==> config.mk <==
export PLATFORM = sky130hd
export DESIGN_NAME = mem_stage_ctrl
export DESIGN_NICKNAME = d
export VERILOG_FILES = /design/src/rtl/mem_stage_ctrl.sv
export SDC_FILE = /design/constraint.sdc
export NUM_CORES = 1
export LEC_CHECK = 0
export ABC_AREA = 1
export CAP_MARGIN = 20
export CORE_AREA = 2 2 126 128
export CTS_CLUSTER_DIAMETER = 120
export DETAILED_ROUTE_END_ITERATION = 8
export DIE_AREA = 0 0 128 130
export HOLD_SLACK_MARGIN = 0.02
export PLACE_DENSITY_LB_ADDON = 0.08
export SYNTH_ARGS = -nofsm -noshare
export SYNTH_HDL_FRONTEND = slang
export SYNTH_SLANG_ARGS = --single-unit
==> constraint.sdc <==
create_clock -name clk -period 9.1 [get_ports clk]
set_input_delay 2.275 -clock clk [delete_from_list [all_inputs] [get_ports clk]]
set_output_delay 2.275 -clock clk [all_outputs]
set_load 0.1 [all_outputs]
==> src/rtl/mem_stage_ctrl.sv <==
// MEM-stage controller: drives a req/ack data-memory transaction from EX/MEM
// controls, stalls the pipeline while it is in flight, and holds the MEM/WB register.
module mem_stage_ctrl #(
    parameter int unsigned TIMEOUT = 255
) (
    input  logic        clk,
    input  logic        rst,
    input  logic        EX_MEM_RegWrite,
    input  logic        EX_MEM_MemtoReg,
    input  logic        EX_MEM_MemRead,
    input  logic        EX_MEM_MemWrite,
    input  logic [31:0] DataMemoryAddress,
    input  logic [31:0] DataMemoryWriteData,
    input  logic [4:0]  EX_MEM_RegisterRd,
    output logic        mem_req,
    output logic        mem_we,
    output logic [31:0] mem_addr,
    output logic [31:0] mem_wdata,
    input  logic        mem_ack,
    input  logic [31:0] mem_rdata,
    output logic        MEM_Stall,
    output logic        MEM_Misaligned,
    output logic        MEM_BusError,
    output logic        MEM_WB_RegWrite,
    output logic        MEM_WB_MemtoReg,
    output logic [31:0] MEM_WB_ReadData,
    output logic [31:0] MEM_WB_ALUResult,
    output logic [4:0]  MEM_WB_RegisterRd
);

    typedef enum logic [1:0] {
        S_IDLE,
        S_BUSY,
        S_DONE
    } state_t;

    localparam logic [7:0] LAST_CNT = 8'(TIMEOUT - 1);

    state_t      r_state;
    logic [7:0]  r_cnt;
    logic [31:0] r_rdata;
    logic        r_req;
    logic        r_we;
    logic [31:0] r_addr;
    logic [31:0] r_wdata;
    logic        r_misaligned;
    logic        r_buserr;
    logic        r_wb_regwrite;
    logic        r_wb_memtoreg;
    logic [31:0] r_wb_readdata;
    logic [31:0] r_wb_aluresult;
    logic [4:0]  r_wb_rd;

    logic        w_op;
    logic        w_aligned;
    logic        w_pass;

    assign w_op      = EX_MEM_MemRead | EX_MEM_MemWrite;
    assign w_aligned = (DataMemoryAddress[1:0] == 2'b00);
    // MEM/WB takes real instruction data only for non-memory ops in IDLE or on op completion.
    assign w_pass    = ((r_state == S_IDLE) && !w_op) || (r_state == S_DONE);

    assign MEM_Stall = ((r_state == S_IDLE) && w_op && w_aligned) || (r_state == S_BUSY);

    always_ff @(posedge clk or posedge rst) begin
        if (rst) begin
            r_state      <= S_IDLE;
            r_cnt        <= '0;
            r_rdata      <= '0;
            r_req        <= 1'b0;
            r_we         <= 1'b0;
            r_addr       <= '0;
            r_wdata      <= '0;
            r_misaligned <= 1'b0;
            r_buserr     <= 1'b0;
        end else begin
            r_misaligned <= 1'b0;
            r_buserr     <= 1'b0;
            case (r_state)
                S_IDLE: begin
                    if (w_op && !w_aligned) begin
                        r_misaligned <= 1'b1;
                    end else if (w_op) begin
                        r_state <= S_BUSY;
                        r_req   <= 1'b1;
                        r_we    <= EX_MEM_MemWrite;
                        r_addr  <= {DataMemoryAddress[31:2], 2'b00};
                        r_wdata <= DataMemoryWriteData;
                    end
                end
                S_BUSY: begin
                    r_cnt <= r_cnt + 8'd1;
                    if (mem_ack) begin
                        r_rdata <= r_we ? '0 : mem_rdata;
                        r_req   <= 1'b0;
                        r_state <= S_DONE;
                    end else if (r_cnt == LAST_CNT) begin
                        r_rdata  <= '0;
                        r_req    <= 1'b0;
                        r_buserr <= 1'b1;
                        r_state  <= S_DONE;
                    end
                end
                S_DONE: begin
                    r_cnt   <= '0;
                    r_state <= S_IDLE;
                end
                default: begin
                    r_cnt   <= '0;
                    r_req   <= 1'b0;
                    r_state <= S_IDLE;
                end
            endcase
        end
    end

    always_ff @(posedge clk or posedge rst) begin
        if (rst) begin
            r_wb_regwrite  <= 1'b0;
            r_wb_memtoreg  <= 1'b0;
            r_wb_readdata  <= '0;
            r_wb_aluresult <= '0;
            r_wb_rd        <= '0;
        end else if (w_pass) begin
            r_wb_regwrite  <= EX_MEM_RegWrite;
            r_wb_memtoreg  <= EX_MEM_MemtoReg;
            r_wb_readdata  <= (r_state == S_DONE) ? r_rdata : '0;
            r_wb_aluresult <= DataMemoryAddress;
            r_wb_rd        <= EX_MEM_RegisterRd;
        end else begin
            r_wb_regwrite  <= 1'b0;
            r_wb_memtoreg  <= 1'b0;
            r_wb_readdata  <= '0;
            r_wb_aluresult <= '0;
            r_wb_rd        <= '0;
        end
    end

    assign mem_req           = r_req;
    assign mem_we            = r_we;
    assign mem_addr          = r_addr;
    assign mem_wdata         = r_wdata;
    assign MEM_Misaligned    = r_misaligned;
    assign MEM_BusError      = r_buserr;
    assign MEM_WB_RegWrite   = r_wb_regwrite;
    assign MEM_WB_MemtoReg   = r_wb_memtoreg;
    assign MEM_WB_ReadData   = r_wb_readdata;
    assign MEM_WB_ALUResult  = r_wb_aluresult;
    assign MEM_WB_RegisterRd = r_wb_rd;

endmodule

* Word-level counts from Yosys, hierarchy flattened
Cells that the tools add are included.
Cells by class: reductions and logical operators 15, multiplexer cells 25, equal/unequal tests 6, bitwise logic cells 3, $add $sub $neg 1
Operators with widths (number):
- $mux 32 | 6
- $pmux 8 s2 | 1
- $mux 1 | 11
- $add 8x1->8 const B | 1
- $eq 8x8->1 const B | 1
- $mux 2 | 4
- $reduce_and 3->1 | 2
- $mux 5 | 1
- $logic_and 1x1->1 | 4
- $logic_not 2->1 | 2
- $ne 2x2->1 const B | 2
- $pmux 2 s2 | 1
- $reduce_and 4->1 | 1
- $ne 3x2->1 const B | 1
- $pmux 1 s3 | 1
- $eq 2x1->1 const B | 1
- $eq 2x2->1 const B | 1
- $logic_not 1->1 | 2
- $logic_or 1x1->1 | 2
- $not 1->1 | 2
- $reduce_and 2->1 | 1
- $reduce_bool 2->1 | 1
- $or 1x1->1 | 1
Storage, ports and cells: bits of input ports 108, word-level logic and storage cells 64, flip-flop bits (word level) 179, output and inout port bits 140

* Longest topological paths before layout
depth after elaboration 5, depth in mapped cells 11, mapped depth without buffers 9

* Worst setup path after synthesis
OpenSTA, ideal clock, no wires.
kind input -> output, start point in DataMemoryAddress[1], end point out MEM_Stall, slack 3.124 ns, stages on the path 5, required time 6.825 ns, arrival 3.701 ns, buffers on the path 2, cell sequence nor2_1 nand2_2 buf_6 buf_2 nand2_1
On the way: word-level cells in the longest chain between the ends 3
Ends and longest elaborated chain:
- start: declaration | RTL line 12 | input logic [31:0] DataMemoryAddress,
- $logic_not 2->1 | RTL line 59 | assign w_aligned = (DataMemoryAddress[1:0] == 2'b00);
- $logic_and 1x1->1 | RTL line 63 | assign MEM_Stall = ((r_state == S_IDLE) && w_op && w_aligned) || (r_state == S_BUSY);
- $logic_or 1x1->1 | RTL line 63
- end: declaration | RTL line 21 | output logic MEM_Stall,
No other way between the ends.

* Worst setup path after layout
start point in EX_MEM_MemWrite, end point out MEM_Stall
On the way: word-level cells in the longest chain between the ends 4
Ends and longest elaborated chain:
- start: declaration | RTL line 11 | input logic EX_MEM_MemWrite,
- $or 1x1->1 | RTL line 58 | assign w_op = EX_MEM_MemRead | EX_MEM_MemWrite;
- $logic_and 1x1->1 (2 in series) | RTL line 63
- $logic_or 1x1->1 | RTL line 63
No other way between the ends.

==> results.ini <==
[outcome]
status = finished, final reports clean

[flow_run]
maxCapViolCount = 0

[worst_setup_path]
cp_max_fo = 10
r2r_end = r_rdata[24]
start_kind = input port
reg2reg_depth = 8
critPathCaptureType = output port
crit_path_end = MEM_Stall
timing.rr.start = r_cnt[0]
crit_type = in -> out
crit_start = EX_MEM_MemWrite
r2r_slack_ns = 6.97
arrival_ns = 3.85
critPathRequiredTime_ns = 6.83

[min_path]
whs_path_depth = 1
holdCritPathClass = reg -> reg
worstHoldStart = r_cnt[4]

[pwr]
sw_frac_of_total = 0.439
pwr-share-seq = 0.356
switchingPower_mw = 1.23
intPower_mw = 1.57
p_per_area_nw_per_um2 = 285
power_leakage_nw = 4.69
power_frac_clock = 0.247
pwr-share-comb = 0.397
ir_drop_mv = 0.133

[clock_network]
tritoncts = built
numCtsBuffers = 17
hold_buffers = 0
clkTransAtPathRegs_ns = 0.06
clk_path_buf_depth = 2
cts-resized-gates = 0
ctsRootBufferMaster = clkbuf_16
post-cts-setup-buffer-count = 0
cts_num_sinks = 179
htreeDepth = 4
clock_latency_ns = 0.42

[detailed_routing]
wl_per_cell_um = 14.7
vias = 5201
avgViaCountPerCell = 4.61
drt-initial-drc-count = 298
wirelength_um = 16600
detail-route-antenna-nets = 0
drt_pass1_iterations = 5
route.detailed.drc = 0

[yosys]
yosysTopAreaCellShare = 0.676
async_flop_share = 1.00
synth_top_area_cell = dfrtp_1
ys_seq_area_frac = 0.676
syn-cell-area_um2 = 6630
synth.area.top_cells = dfrtp_1 68%, nand2_1 10%, inv_1 4.8%
syn_inst = 687
ys_ff_latch = 179
yosysMostFrequentCell = nand2_1
synth_edf_count = 0
ys.flop_type = dfrtp_1
syn_area_per_cell_um2 = 9.65
yosysWarnings = 0
synth_cell_types = 20
synth_common_cells = 184 x nand2_1, 179 x dfrtp_1, 84 x inv_1, 84 x nor2_1, 54 x o21ai_0

[grt]
grt_pass1_wl_um = 26200
track_usage = 0.203
antenna_found_initial = 0
grt_overflow = 0
grt_max_degree = 102
grt_pass1_vias = 5114

[finish]
nets = 1033
fill_cells = 1295
antenna_cells = 0
drive_gt1_frac = 0.0503
area_growth_pct = 48.1

[timing]
relSlewSlack = 0.312
worst_pin_slew_ns = 1.03
max_freq_mhz = 163
setup_violations = 0
holdWs_ns = 0.465
rsz0062_at_grt = false
timing.setup.tns_ns = 0
min_period_ns = 6.12
slew_violations = 0
hold_violations = 0
period_share = 0.673
fin_skew_ns = 0.00871

[placed_design]
post-dp-hpwl_um = 11600
gp_congestion = 0.754
io_buffers = 245

[floorplanning]
io_pins = 248
die_area_um2 = 16600
chipWidth_um = 128
rows = 46
chipHeight_um = 130
core_area_um2 = 15400
start_util = 0.430

[worst max-delay path, cell delays in order]
cell and delay, ns:
clkdlybuf4s50_1 0.49, nor2_1 0.11, nor3_4 0.44, nand2_2 0.14
nand2_1 0.09, buf_4 0.29
[worst min-delay path by stage]
stage	to	slack [ns]
after floorplan	r_cnt[4]	0.43
after global placement	r_cnt[4]	0.45
after detailed placement	r_cnt[4]	0.46
after CTS	r_cnt[4]	0.47
after global routing	r_cnt[4]	0.48
final	r_cnt[4]	0.47
[power by group through the flow]
stage          Combinational (mW)  Sequential [mW]  Clock [mW]
2_1_floorplan               0.178             1.64           0
3_3_place_gp                 1.10             1.00           0
3_5_place_dp                 1.12             1.01           0
4_1_cts                      1.12            0.997       0.711
5_1_grt                      1.16             1.01       0.741
6_report                     1.11            0.996       0.693
[through the flow]
stage                     instances  setup WS [ns]  utilization  power [mW]  instance area, um^2
after floorplan                 688           1.97            -        1.82                 6630
after global placement         1093           2.49        0.595        2.10                 9170
after detailed placement       1096           2.96        0.600        2.13                 9260
after CTS                      1127           2.96        0.636        2.83                 9820
after global routing           1127           2.87        0.636        2.92                 9820
final                          1127           2.98        0.636        2.80                 9820
[layout make-up]
cell class	count	area [um^2]	share of cell area
well taps	192	240	0.0245
flip-flops and latches	179	4480	0.456
clock buffers	20	457	0.0465
multi-input cells	388	1650	0.168
inverters	85	324	0.0330
clock inverters	11	105	0.0107
repair buffers	252	2560	0.261
[sequential cells by signal, summed over array words and instances, names as in the netlist]
| name | flops |
|---|---|
| mem_wdata | 32 |
| MEM_WB_ALUResult | 32 |
| MEM_WB_RegisterRd | 5 |
| r_cnt | 8 |
| r_rdata | 32 |
| MEM_WB_MemtoReg | 1 |
| MEM_BusError | 1 |
| MEM_WB_RegWrite | 1 |
| MEM_Misaligned | 1 |
| r_state | 2 |
| mem_addr | 30 |
| MEM_WB_ReadData | 32 |
| mem_we | 1 |
| mem_req | 1 |
[cells by family after synthesis]
logic type / count (synthesis) / share of synthesized area
flops: 179 / 0.676
buf+inv: 121 / 0.0779
other cells: 1 / 0.000566
simple gates: 311 / 0.187
compound gates: 73 / 0.0555
fa+ha+maj: 2 / 0.00377
[metal layers]
metal | wire length, um | global-route usage | up-vias
met1 | 7200 | 0.262 | 2447
met2 | 7930 | 0.331 | 176
met4 | 412 | 0.0802 | 0
li1 | - | - | 2549
met5 | 0 | 0 | -
met3 | 1020 | 0.0533 | 29
[layout by cell type (no fill, tap or decap), drive strengths merged]
cell	instances
a21oi	4
nand3	37
nand4	2
nor2	84
conb	2
o21ai	68
dfrtp	179
o21a	1
clkinv	2
buf	8
nand2	186
clkbuf	20
nor3	2
clkdlybuf4s50	244
clkinvlp	7
bufinv	1
ha	2
inv	86
Power figures use the tool's default switching activity.
